## config.mk

```make
export PLATFORM = sky130hd
export DESIGN_NAME = lcd_char_sched_flat
export DESIGN_NICKNAME = d
export VERILOG_FILES = /design/src/rtl/lcd_pkg.sv /design/src/rtl/lcd_char_sched_if.sv /design/src/rtl/lcd_bus_phy.sv /design/src/rtl/lcd_char_sched.sv /design/src/flat_wrapper.sv
export SDC_FILE = /design/constraint.sdc
export NUM_CORES = 1
export LEC_CHECK = 0
export ABC_AREA = 1
export BUFFER_PORTS_ARGS = -buffer_cell sky130_fd_sc_hd__buf_4
export CAP_MARGIN = 40
export CORE_UTILIZATION = 46
export DETAILED_ROUTE_END_ITERATION = 8
export PLACE_DENSITY = 0.77
export SETUP_SLACK_MARGIN = 0.1
export SLEW_MARGIN = 10
export SYNTH_ARGS = -nofsm -noshare
export SYNTH_HDL_FRONTEND = slang
export SYNTH_SLANG_ARGS = --single-unit
```

## constraint.sdc

```tcl
create_clock -name iclk -period 1.7 [get_ports iclk]
set_input_delay 0.255 -clock iclk [delete_from_list [all_inputs] [get_ports iclk]]
set_output_delay 0.255 -clock iclk [all_outputs]
set_load 0.02 [all_outputs]
```

## src/rtl/lcd_pkg.sv

```systemverilog
`default_nettype none
// ============================================================================
// Module      : lcd_pkg
// Description : Shared constants, scheduler state encoding and helper
//               functions for the HD44780 character scheduler.
// Revision    : 1.0 - initial release
// ============================================================================
package lcd_pkg;

    // HD44780 instruction bytes
    localparam logic [7:0] CMD_FUNC_SET = 8'h38;  // 8-bit bus, 2 lines, 5x8 font
    localparam logic [7:0] CMD_DISP_ON  = 8'h0C;  // display on, cursor off
    localparam logic [7:0] CMD_CLEAR    = 8'h01;
    localparam logic [7:0] CMD_ENTRY    = 8'h06;  // increment, no shift
    localparam logic [7:0] ADDR_LINE1   = 8'h80;
    localparam logic [7:0] ADDR_LINE2   = 8'hC0;

    localparam int LINE_LEN = 16;
    localparam int INIT_LEN = 5;

    // Control codes recognised when control-character handling is built in
    localparam logic [7:0] CH_LF = 8'h0A;
    localparam logic [7:0] CH_CR = 8'h0D;
    localparam logic [7:0] CH_FF = 8'h0C;

    typedef enum logic [2:0] {
        ST_PWR  = 3'd0,
        ST_INIT = 3'd1,
        ST_IDLE = 3'd2,
        ST_CHAR = 3'd3,
        ST_ADDR = 3'd4,
        ST_CLR  = 3'd5
    } sched_state_t;

    // Power-on command sequence, indexed 0..INIT_LEN-1
    function automatic logic [7:0] init_cmd(input logic [2:0] idx);
        case (idx)
            3'd0:    return CMD_FUNC_SET;
            3'd1:    return CMD_DISP_ON;
            3'd2:    return CMD_CLEAR;
            3'd3:    return CMD_ENTRY;
            default: return ADDR_LINE1;
        endcase
    endfunction

    // Set-DDRAM-address command for a cursor position
    function automatic logic [7:0] addr_cmd(input logic row, input logic [3:0] col);
        return row ? (ADDR_LINE2 | {4'h0, col}) : (ADDR_LINE1 | {4'h0, col});
    endfunction

    function automatic logic is_ctrl_code(input logic [7:0] b);
        return (b == CH_LF) || (b == CH_CR) || (b == CH_FF);
    endfunction

endpackage
`default_nettype wire

```

## src/rtl/lcd_char_sched_if.sv

```systemverilog
`default_nettype none
// ============================================================================
// Module      : lcd_char_sched_if
// Description : Byte-stream handshake plus LCD pin bundle for the character
//               scheduler. slave = scheduler side, master = byte source/pins.
// Revision    : 1.0 - initial release
// ============================================================================
interface lcd_char_sched_if;
    logic [7:0] idata;
    logic       ivalid;
    logic       oready;
    logic       oinit_done;
    logic [7:0] LCD_DATA;
    logic       LCD_RS;
    logic       LCD_RW;
    logic       LCD_EN;

    modport master (
        output idata, ivalid,
        input  oready, oinit_done, LCD_DATA, LCD_RS, LCD_RW, LCD_EN
    );

    modport slave (
        input  idata, ivalid,
        output oready, oinit_done, LCD_DATA, LCD_RS, LCD_RW, LCD_EN
    );
endinterface
`default_nettype wire

```

## src/rtl/lcd_bus_phy.sv

```systemverilog
`default_nettype none
// ============================================================================
// Module      : lcd_bus_phy
// Description : One LCD write transaction per start: a setup cycle, then
//               EN_PULSE_CYC cycles of EN high, then CMD_WAIT_CYC cycles of
//               wait. o_done pulses in the last wait cycle so a new start in
//               that cycle follows with no gap.
// Revision    : 1.0 - initial release
// ============================================================================
module lcd_bus_phy #(
    parameter int EN_PULSE_CYC = 24,
    parameter int CMD_WAIT_CYC = 82433
) (
    input  wire logic       clk,
    input  wire logic       rst,
    input  wire logic       i_start,
    input  wire logic       i_rs,
    input  wire logic [7:0] i_data,
    output logic            o_done,
    output logic [7:0]      o_lcd_data,
    output logic            o_lcd_rs,
    output logic            o_lcd_en
);

    localparam int c_tx_len = 1 + EN_PULSE_CYC + CMD_WAIT_CYC;
    localparam int c_cnt_w  = $clog2(c_tx_len);
    localparam logic [c_cnt_w-1:0] c_last    = c_cnt_w'(c_tx_len - 1);
    localparam logic [c_cnt_w-1:0] c_en_last = c_cnt_w'(EN_PULSE_CYC);

    logic               r_active_q, w_active_d;
    logic [c_cnt_w-1:0] r_cnt_q,    w_cnt_d;
    logic [7:0]         r_data_q,   w_data_d;
    logic               r_rs_q,     w_rs_d;
    logic               r_en_q,     w_en_d;

    assign o_done     = r_active_q && (r_cnt_q == c_last);
    assign o_lcd_data = r_data_q;
    assign o_lcd_rs   = r_rs_q;
    assign o_lcd_en   = r_en_q;

    // Phase counter: 0 = setup, 1..EN_PULSE_CYC = EN high, rest = wait
    always_comb begin
        w_active_d = r_active_q;
        w_cnt_d    = r_cnt_q;
        w_data_d   = r_data_q;
        w_rs_d     = r_rs_q;
        if (r_active_q) begin
            if (o_done) begin
                w_active_d = 1'b0;
            end else begin
                w_cnt_d = r_cnt_q + c_cnt_w'(1);
            end
        end
        if (i_start) begin
            w_active_d = 1'b1;
            w_cnt_d    = '0;
            w_data_d   = i_data;
            w_rs_d     = i_rs;
        end
        w_en_d = w_active_d && (w_cnt_d != '0) && (w_cnt_d <= c_en_last);
    end

    // Registered pins and counter
    always_ff @(posedge clk) begin
        if (rst) begin
            r_active_q <= 1'b0;
            r_cnt_q    <= '0;
            r_data_q   <= 8'h00;
            r_rs_q     <= 1'b0;
            r_en_q     <= 1'b0;
        end else begin
            r_active_q <= w_active_d;
            r_cnt_q    <= w_cnt_d;
            r_data_q   <= w_data_d;
            r_rs_q     <= w_rs_d;
            r_en_q     <= w_en_d;
        end
    end

endmodule
`default_nettype wire

```

## src/rtl/lcd_char_sched.sv

```systemverilog
`default_nettype none
// ============================================================================
// Module      : lcd_char_sched
// Description : HD44780 16x2 character scheduler. Runs the power-on init,
//               accepts bytes on a valid/ready handshake, tracks the cursor
//               and inserts DDRAM-address commands at line ends.
//               Build macro LCD_CTRL_CHAR_EN: when defined, 0x0A/0x0D/0x0C
//               act as newline / carriage return / form feed; otherwise
//               every byte is written as display data.
// Revision    : 1.0 - initial release
// ============================================================================
module lcd_char_sched
    import lcd_pkg::*;
#(
    parameter int EN_PULSE_CYC   = 24,
    parameter int CMD_WAIT_CYC   = 82433,
    parameter int PWRON_WAIT_CYC = 2000000
) (
    input  wire logic        iclk,
    input  wire logic        irst,
    lcd_char_sched_if.slave  bus
);

    localparam int c_pwr_w = $clog2(PWRON_WAIT_CYC + 1);
    localparam logic [c_pwr_w-1:0] c_pwr_last = c_pwr_w'(PWRON_WAIT_CYC - 1);
    localparam logic [3:0]         c_col_last = 4'(LINE_LEN - 1);
    localparam logic [2:0]         c_init_last = 3'(INIT_LEN - 1);

    sched_state_t       r_state_q,     w_state_d;
    logic [c_pwr_w-1:0] r_pwr_cnt_q,   w_pwr_cnt_d;
    logic [2:0]         r_init_idx_q,  w_init_idx_d;
    logic               r_row_q,       w_row_d;
    logic [3:0]         r_col_q,       w_col_d;
    logic               r_oready_q,    w_oready_d;
    logic               r_init_done_q, w_init_done_d;

    logic       w_start;
    logic       w_start_rs;
    logic [7:0] w_start_data;
    logic       w_phy_done;
    logic       w_ctrl_en;

`ifdef LCD_CTRL_CHAR_EN
    assign w_ctrl_en = 1'b1;
`else
    assign w_ctrl_en = 1'b0;
`endif

    assign bus.oready     = r_oready_q;
    assign bus.oinit_done = r_init_done_q;
    assign bus.LCD_RW     = 1'b0;

    lcd_bus_phy #(
        .EN_PULSE_CYC (EN_PULSE_CYC),
        .CMD_WAIT_CYC (CMD_WAIT_CYC)
    ) u_phy (
        .clk        (iclk),
        .rst        (irst),
        .i_start    (w_start),
        .i_rs       (w_start_rs),
        .i_data     (w_start_data),
        .o_done     (w_phy_done),
        .o_lcd_data (bus.LCD_DATA),
        .o_lcd_rs   (bus.LCD_RS),
        .o_lcd_en   (bus.LCD_EN)
    );

    // Next state, cursor update and transaction launch; a new transaction
    // is started in the same cycle the previous one reports done.
    always_comb begin
        w_state_d     = r_state_q;
        w_pwr_cnt_d   = r_pwr_cnt_q;
        w_init_idx_d  = r_init_idx_q;
        w_row_d       = r_row_q;
        w_col_d       = r_col_q;
        w_oready_d    = 1'b0;
        w_init_done_d = r_init_done_q;
        w_start       = 1'b0;
        w_start_rs    = 1'b0;
        w_start_data  = 8'h00;
        case (r_state_q)
            ST_PWR: begin
                if (r_pwr_cnt_q == c_pwr_last) begin
                    w_state_d    = ST_INIT;
                    w_init_idx_d = 3'd0;
                    w_start      = 1'b1;
                    w_start_data = init_cmd(3'd0);
                end else begin
                    w_pwr_cnt_d = r_pwr_cnt_q + c_pwr_w'(1);
                end
            end
            ST_INIT: begin
                if (w_phy_done) begin
                    if (r_init_idx_q == c_init_last) begin
                        w_state_d     = ST_IDLE;
                        w_oready_d    = 1'b1;
                        w_init_done_d = 1'b1;
                        w_row_d       = 1'b0;
                        w_col_d       = 4'd0;
                    end else begin
                        w_init_idx_d = r_init_idx_q + 3'd1;
                        w_start      = 1'b1;
                        w_start_data = init_cmd(r_init_idx_q + 3'd1);
                    end
                end
            end
            ST_IDLE: begin
                w_oready_d = 1'b1;
                if (bus.ivalid && r_oready_q) begin
                    w_oready_d = 1'b0;
                    w_start    = 1'b1;
                    if (w_ctrl_en && is_ctrl_code(bus.idata)) begin
                        if (bus.idata == CH_LF) begin
                            w_row_d      = ~r_row_q;
                            w_col_d      = 4'd0;
                            w_start_data = addr_cmd(~r_row_q, 4'd0);
                            w_state_d    = ST_ADDR;
                        end else if (bus.idata == CH_CR) begin
                            w_col_d      = 4'd0;
                            w_start_data = addr_cmd(r_row_q, 4'd0);
                            w_state_d    = ST_ADDR;
                        end else begin
                            w_row_d      = 1'b0;
                            w_col_d      = 4'd0;
                            w_start_data = CMD_CLEAR;
                            w_state_d    = ST_CLR;
                        end
                    end else begin
                        w_start_rs   = 1'b1;
                        w_start_data = bus.idata;
                        w_state_d    = ST_CHAR;
                    end
                end
            end
            ST_CHAR: begin
                if (w_phy_done) begin
                    if (r_col_q == c_col_last) begin
                        // Line end: jump to the start of the other line
                        w_col_d      = 4'd0;
                        w_row_d      = ~r_row_q;
                        w_start      = 1'b1;
                        w_start_data = addr_cmd(~r_row_q, 4'd0);
                        w_state_d    = ST_ADDR;
                    end else begin
                        w_col_d    = r_col_q + 4'd1;
                        w_state_d  = ST_IDLE;
                        w_oready_d = 1'b1;
                    end
                end
            end
            ST_ADDR: begin
                if (w_phy_done) begin
                    w_state_d  = ST_IDLE;
                    w_oready_d = 1'b1;
                end
            end
            ST_CLR: begin
                if (w_phy_done) begin
                    w_start      = 1'b1;
                    w_start_data = addr_cmd(1'b0, 4'd0);
                    w_state_d    = ST_ADDR;
                end
            end
            default: begin
                w_state_d = ST_PWR;
            end
        endcase
    end

    // Scheduler state, cursor and registered handshake outputs
    always_ff @(posedge iclk) begin
        if (irst) begin
            r_state_q     <= ST_PWR;
            r_pwr_cnt_q   <= '0;
            r_init_idx_q  <= 3'd0;
            r_row_q       <= 1'b0;
            r_col_q       <= 4'd0;
            r_oready_q    <= 1'b0;
            r_init_done_q <= 1'b0;
        end else begin
            r_state_q     <= w_state_d;
            r_pwr_cnt_q   <= w_pwr_cnt_d;
            r_init_idx_q  <= w_init_idx_d;
            r_row_q       <= w_row_d;
            r_col_q       <= w_col_d;
            r_oready_q    <= w_oready_d;
            r_init_done_q <= w_init_done_d;
        end
    end

endmodule
`default_nettype wire

```

## src/flat_wrapper.sv

```systemverilog
// flat-port wrapper written by rule: the top's interface ports become plain ports
module lcd_char_sched_flat import lcd_pkg::*;
#(
    parameter int EN_PULSE_CYC   = 24,
    parameter int CMD_WAIT_CYC   = 82433,
    parameter int PWRON_WAIT_CYC = 2000000
)
  (iclk, irst, bus_idata, bus_ivalid, bus_oready, bus_oinit_done, bus_LCD_DATA, bus_LCD_RS, bus_LCD_RW, bus_LCD_EN);
  lcd_char_sched_if bus_i ();
  input  wire logic iclk;
  input  wire logic irst;
  input wire logic [$bits(bus_i.idata)-1:0] bus_idata;
  input wire logic [$bits(bus_i.ivalid)-1:0] bus_ivalid;
  output wire logic [$bits(bus_i.oready)-1:0] bus_oready;
  output wire logic [$bits(bus_i.oinit_done)-1:0] bus_oinit_done;
  output wire logic [$bits(bus_i.LCD_DATA)-1:0] bus_LCD_DATA;
  output wire logic [$bits(bus_i.LCD_RS)-1:0] bus_LCD_RS;
  output wire logic [$bits(bus_i.LCD_RW)-1:0] bus_LCD_RW;
  output wire logic [$bits(bus_i.LCD_EN)-1:0] bus_LCD_EN;
  assign bus_i.idata = bus_idata;
  assign bus_i.ivalid = bus_ivalid;
  assign bus_oready = bus_i.oready;
  assign bus_oinit_done = bus_i.oinit_done;
  assign bus_LCD_DATA = bus_i.LCD_DATA;
  assign bus_LCD_RS = bus_i.LCD_RS;
  assign bus_LCD_RW = bus_i.LCD_RW;
  assign bus_LCD_EN = bus_i.LCD_EN;
  lcd_char_sched #(.EN_PULSE_CYC(EN_PULSE_CYC), .CMD_WAIT_CYC(CMD_WAIT_CYC), .PWRON_WAIT_CYC(PWRON_WAIT_CYC)) u_core (.iclk(iclk), .irst(irst), .bus(bus_i));
endmodule
```

Word-level counts from Yosys, hierarchy flattened --
Index checks and enable logic that the tools add are counted.
Operators by class: $add $sub $neg 4, order comparisons 1, equality and inequality tests 21, muxes and demuxes 54, bitwise gates (word level) 2, reduce and logical (&&, ||, !) cells 15
Operators with widths (number):
- 17-bit two-way mux | 3
- 8-bit two-way mux | 6
- 8-bit one-hot mux with 5 select lines | 1
- 3-bit two-way mux | 11
- 8-bit one-hot mux with 4 select lines | 1
- 21-bit by 1-bit adder with 21-bit output, second input constant | 1
- 21-bit == test, second input constant | 1
- 1-bit two-way mux | 20
- 3-bit one-hot mux with 6 select lines | 1
- 17-bit by 1-bit adder with 17-bit output, second input constant | 1
- 17-bit == test, second input constant | 1
- 17-bit by 5-bit less-or-equal comparator with 1-bit output, second input constant | 1
- 17-bit nonzero test | 1
- 4-bit two-way mux | 4
- 3-bit by 2-bit == test with 1-bit output, second input constant | 4
- 2-bit inequality test, second input constant | 5
- 3-bit == test, second input constant | 3
- 2-bit by 1-bit inequality test with 1-bit output, second input constant | 4
- 4-bit one-hot mux with 2 select lines | 1
- 4-bit AND reduction | 2
- 7-bit two-way mux | 1
- 7-bit AND reduction | 1
- 3-bit by 1-bit == test with 1-bit output, second input constant | 2
- 3-bit zero test | 2
- 14 further kinds | 19
Storage, ports and cells: register bits 62, bits of input ports 11, output and inout bits 13, word-level logic and storage cells 109

Logic depth before layout (Yosys ltp) --
depth after elaboration 8, mapped depth 17, gate-level depth less buffers 17

Modules after synthesis --
From an unflattened synthesis, not the netlist that was laid out.
Unflattened totals: cell total of the unflattened synthesis 626, area, all modules 3946.3 um^2
By module, submodules not included:
- lcd_char_sched | instances 1, cells each 371, area an instance 2263.4 um^2, seq. area each 680.7 um^2
- lcd_bus_phy | instances 1, cells each 255, area an instance 1682.9 um^2, seq. area each 560.5 um^2

Worst setup path before layout --
No wires, ideal clock.
kind flip-flop to flip-flop, start point reg u_core.r_pwr_cnt_q[0], end point reg u_core.u_phy.r_en_q, in the netlist u_core.u_phy.o_lcd_en, library setup time 113 ps, arrival time 1687 ps, data required time 1587 ps, setup slack -100 ps, cell stages (with the launch flop) 14, buffers on the path 1, period minus slack after synthesis 1800 ps, cell sequence dfxtp_1 > ha_1 > nand2_1 > nor2_2 > nand2_2 > nor2_4 > nand3_2 > nand2_2 > nor2_2 > buf_6 > nand2_1 > nand4_1 > nor2_1 > nor2_1
Between the ends: longest elaborated chain between the ends 7, elaborated cells between the ends (all ways) 9, classes of those cells 1 x order compare; 1 x eq/ne; 4 x mux; 3 x reduce/logical
Ends and longest elaborated chain:
- from (decl) | line lcd_char_sched.sv:30 | logic [c_pwr_w-1:0] r_pwr_cnt_q, w_pwr_cnt_d;
- from (signal assigned) | line lcd_char_sched.sv:182 | r_pwr_cnt_q <= w_pwr_cnt_d;
- 21-bit == test (*) | line lcd_char_sched.sv:83 | if (r_pwr_cnt_q == c_pwr_last) begin
- 1-bit two-way mux (*) | line lcd_char_sched.sv:83
- 1-bit one-hot mux with 5 select lines (*) | line lcd_char_sched.sv:81 | case (r_state_q)
- branches (longest 3 deep; another with 17-bit by 5-bit less-or-equal comparator with 1-bit output)
- 1-bit logical AND (*) | line lcd_bus_phy.sv:60 | w_en_d = w_active_d && (w_cnt_d != '0) && (w_cnt_d <= c_en_last);
- to (signal assigned) | line lcd_bus_phy.sv:76 | r_en_q <= w_en_d;
- to (decl) | line lcd_bus_phy.sv:34 | logic r_en_q, w_en_d;
Mark *: on every way between the ends. A chain may end at the register's enable or synchronous reset.

Worst setup path in the final report --
start point reg u_core.u_phy.r_cnt_q[8], end point reg u_core.u_phy.r_data_q[7], in the netlist u_core.u_phy.o_lcd_data[7]
Between the ends: longest elaborated chain between the ends 4, elaborated cells between the ends (all ways) 10, classes of those cells 1 x eq/ne; 8 x mux; 1 x reduce/logical
Ends and longest elaborated chain:
- from (decl) | line lcd_bus_phy.sv:31 | logic [c_cnt_w-1:0] r_cnt_q, w_cnt_d;
- from (signal assigned) | line lcd_bus_phy.sv:73 | r_cnt_q <= w_cnt_d;
- 17-bit == test (*) | line lcd_bus_phy.sv:36 | assign o_done = r_active_q && (r_cnt_q == c_last);
- 1-bit logical AND (*) | line lcd_bus_phy.sv:36
- 8-bit two-way mux (tied with other cells) | line lcd_char_sched.sv:158 | if (w_phy_done) begin
- 8-bit one-hot mux with 5 select lines or 1-bit one-hot mux with 5 select lines (tied branches) | line lcd_char_sched.sv:81
- to (signal assigned) | line lcd_bus_phy.sv:74 | r_data_q <= w_data_d;
- to (decl) | line lcd_bus_phy.sv:32 | logic [7:0] r_data_q, w_data_d;
Every way passes the cells marked *; elsewhere a longest branch is shown, timed or not.

==> results.md <==
- Worst Path Max Fanout: 6
- Min-delay src: bus_idata[2]
- CP bufs+invs: 3
- Global route overflow: 0
- # nets final: between 700 and 800
- Largest net degree at the start of global routing: 50
- Area Overhead vs Synth: 57.5%
- Rows: 32
- Synth top area share: roughly a third
- Io pins: 24
- Half-perimeter wire length after placement: 7.45 mm
- Tmin final: 1.91 ns
- Area of the multi-input gates: between 2000 and 3000 um^2
- Violated checks: setup timing
- Sequential-to-total area share from yosys stat: 33.1%
- Count leader, synth: nand2_1
- Vias in the first global route: 4046
- Clock Power Share: 31.4%
- Synth Area per Inst: 6.38 um^2
- Routed wire length: 13.7 mm
- Final WS setup: -0.210 ns
- Gr busiest metal: met2
- Internal power: 3.06 mW
- Cell area after synthesis: 3750 um^2
- Cell taking the most area after synthesis: dfxtp_1
- Met1 capacity usage during global routing: a little under a third
- Clock transition at the registers of the reported paths: around 0.08 ns
- GRT Total Usage: a little over a quarter
- Root buffer cell: clkbuf_8
- DRT Pass-1 Iters: 5
- Buffers added on ports: 22
- Power density cells: 802 nW/um^2
- Share of cells above drive strength 1: 45.6%
- P_leak: 2.42 nW
- Arrival time at the worst endpoint: 2.17 ns
- Routed wire length per instance: 16.7 um
- Syn Inst Count: 588
- Starting Density: 48.0%
- Logic pwr share: roughly a third
- Status: complete, but fails checks
- Die Span Y: 92.3 um
- Top cells by area, synth: dfxtp_1 (33%), nand2_1 (16%), nor2_1 (8.8%), a21oi_1 (6.4%), inv_1 (6.1%)
- GR Util met3: under 10%
- # clock sinks: a little over 60
- GP Congestion: 0.954
- EDFF count, synth: 0
- R2R depth: 12
- Worst path cell trace: nor2_1 > nand2_1 > nor2_1 > nand3_2 > a21oi_4 > nor2_4 > buf_6 > buf_16 > nand2_4 > o2111ai_2 > nand2_1 > inv_1
- Unrepaired setup endpoints after global routing: true
- Ys flop type: dfxtp_1
- # Max-Cap Violations: 0
- Net count after synthesis: 608
- Skew-Pair Late Insertion Delay: 0.36 ns
- DR vias/cell: approximately 5.5
- First-pass GRT wire length: about 18 mm
- Req. time, crit path: 1.96 ns
- Switching part of the total power: 35.4%
- CP startpoint kind: flip-flop
- Worst R2R End: u_core.u_phy.o_lcd_data[7]
- Final Cycle Share: 112%
- Storage cell area: 1270 um^2
- P_sw: 1.68 mW
- Worst r2r src: u_core.u_phy.r_cnt_q[8]
- Final setup fails: 38
- Synth async-reset ratio: 0%
- Register share of total power: 35.1%
- Max Freq: ~520 MHz
- Die W: between 90 and 100 um
- Synth top cells by count: nand2_1 (157), nor2_1 (88), dfxtp_1 (62)
- Peak supply drop: 0.000804 V
- Slowest library cell on the worst path: dfxtp_1
- Detail Route Antenna Nets: 0
- Drt drc: 0
- Post-CTS Hold Fix Bufs: 0
- Distinct cell type count after synthesis: 37
- DRT iter0 DRCs: 303
- CTS Buf Count: 9
- Critical path class: flip-flop to flip-flop
- Slew headroom: 55.1%
- Hold slack: 0.191 ns
- Die area: 8520 um^2
- Hold Crit Class: primary input to flip-flop
- Clock skew: 0.0128 ns
- H-Tree Level Count: 3
- Slew Limit Fails: 0
- Pre-CTS setup slack: -0.203 ns
- Hold worst-path end: u_core.u_phy.o_lcd_data[2]
- CTS Buffer Depth: 2
- Worst reg-to-reg setup slack: -0.21 ns
- Slew of the pin with the lowest slew margin: 0.673 ns
- Final Hold Fails: 0
- CP Launch Point: u_core.u_phy.r_cnt_q[8]
- CP max stage delay: about 0.36 ns
- Min-Delay Path Depth: 3
- Critical Path Sink Type: flip-flop
- Inserted Diodes: 0
- Met2 usage: 44.7%
- Core area: 7810 um^2
- Warnings from Yosys: 0
- Fill cell count: 494
- CTS tree: done
- FF+latch count, synth: 62
- Detailed-route via count: 4542
- Top Family by Delay on Critical Path: simple AND/OR/NAND/NOR gates
- Initial antenna violation count: 0
## sequential cells by signal (all words and copies together), names as in the netlist
name                     flops
u_core.bus.oinit_done        1
u_core.bus.oready            1
u_core.r_col_q               4
u_core.r_init_idx_q          3
u_core.r_pwr_cnt_q          21
u_core.r_row_q               1
u_core.r_state_q             3
u_core.u_phy.o_lcd_data      8
u_core.u_phy.o_lcd_en        1
u_core.u_phy.o_lcd_rs        1
u_core.u_phy.r_active_q      1
u_core.u_phy.r_cnt_q        17
## worst register-to-register path, cell delays in order, from the launching register on
cell and delay (ns):
dfxtp_1 0.36, nor2_1 0.13, nand2_1 0.14, nor2_1 0.15
nand3_2 0.16, a21oi_4 0.18, nor2_4 0.10, buf_6 0.14
buf_16 0.13, nand2_4 0.05, o2111ai_2 0.10, nand2_1 0.11
inv_1 0.06
## stage by stage
| stage | std cells | TNS [ns] | power [mW] | instance area [um^2] | util [%] |
|---|---|---|---|---|---|
| CTS | 805 | -0.696 | 4.20 | 5200 | 66.6 |
| global placement | 778 | -0.616 | 2.64 | 4630 | 59.3 |
| floorplan | 588 | 0 | 2.28 | 3790 | - |
| finish | 819 | -3.05 | 4.74 | 5910 | 75.7 |
| detailed placement | 778 | -2.05 | 2.67 | 4630 | 59.3 |
| global route | 819 | -6.66 | 4.90 | 5910 | 75.7 |
## kinds of logic (layout without fill, tap and decap cells)
family,count (synthesis),in the layout,share of synthesized area (%)
flops,62,62,33.1
other cells,1,1,0.100
fa+ha+maj,9,9,3.00
compound gates,84,84,13.0
simple gates,339,339,39.3
xor+xnor,11,11,2.57
buf+inv,82,211,8.94
## placed cells by master, fill, tap and decap left out, types with 3 or more instances in the layout
| cell | n |
|---|---|
| xnor2_1 | 5 |
| inv_1 | 50 |
| nand2_1 | 118 |
| nor2_4 | 16 |
| nor3_2 | 9 |
| a21oi_2 | 20 |
| o21a_1 | 3 |
| nor2_1 | 61 |
| nand2_8 | 3 |
| a21oi_1 | 28 |
| clkbuf_8 | 10 |
| nor2_2 | 19 |
| nand3_4 | 3 |
| buf_6 | 16 |
| xor2_1 | 6 |
| nor3_1 | 7 |
| o21ai_2 | 7 |
| buf_4 | 107 |
| nand3_1 | 22 |
| dfxtp_2 | 14 |
| nand3_2 | 9 |
| nand2_4 | 21 |
| ha_1 | 4 |
| o21ai_0 | 4 |
| clkbuf_16 | 3 |
| a211oi_1 | 5 |
| inv_2 | 15 |
| ha_4 | 5 |
| dfxtp_4 | 3 |
| o21ai_1 | 9 |
| nand2_2 | 25 |
| dfxtp_1 | 45 |
| nand4_1 | 15 |
## per-layer routing
layer | vias to the layer above | share of wire, %
met5 | - | 0
li1 | 2148 | -
met1 | 2118 | 39
met4 | 0 | 5.2
met3 | 77 | 5.7
met2 | 199 | 50
## power by group through the flow
stage | Combinational, mW | Clock (mW) | Sequential (mW)
final | 1.59 | 1.49 | 1.66
after global routing | 1.68 | 1.55 | 1.67
after CTS | 1.07 | 1.49 | 1.64
after detailed placement | 1.01 | 0 | 1.66
after global placement | 0.980 | 0 | 1.66
after floorplan | 0.627 | 0 | 1.66
## what timing repair did
item                                    CTS  global route
pin swaps                                10            61
endpoints found under the hold margin     0             0
gates resized for setup                  68           167
gates cloned                              2             1
endpoints found under the setup margin   49            61
setup buffers                             9            14
## how the worst max path moves through the flow
stage,end,cells past startpoint
2_1_floorplan,u_core.u_phy.o_lcd_en,13
3_3_place_gp,u_core.u_phy.o_lcd_en,14
3_5_place_dp,u_core.u_phy.o_lcd_data[4],12
4_1_cts,u_core.r_pwr_cnt_q[14],10
5_1_grt,u_core.u_phy.o_lcd_data[7],12
6_report,u_core.u_phy.o_lcd_data[7],12
## area by class of cell
type	instances	area share [%]
clock buffers	11	2.75
clock inverters	5	1.08
inverters	65	4.13
multi-input cells	444	49.2
flip-flops and latches	62	21.5
well taps	102	2.16
repair buffers	130	19.1
Note: power is estimated with default switching activity, not from simulation.
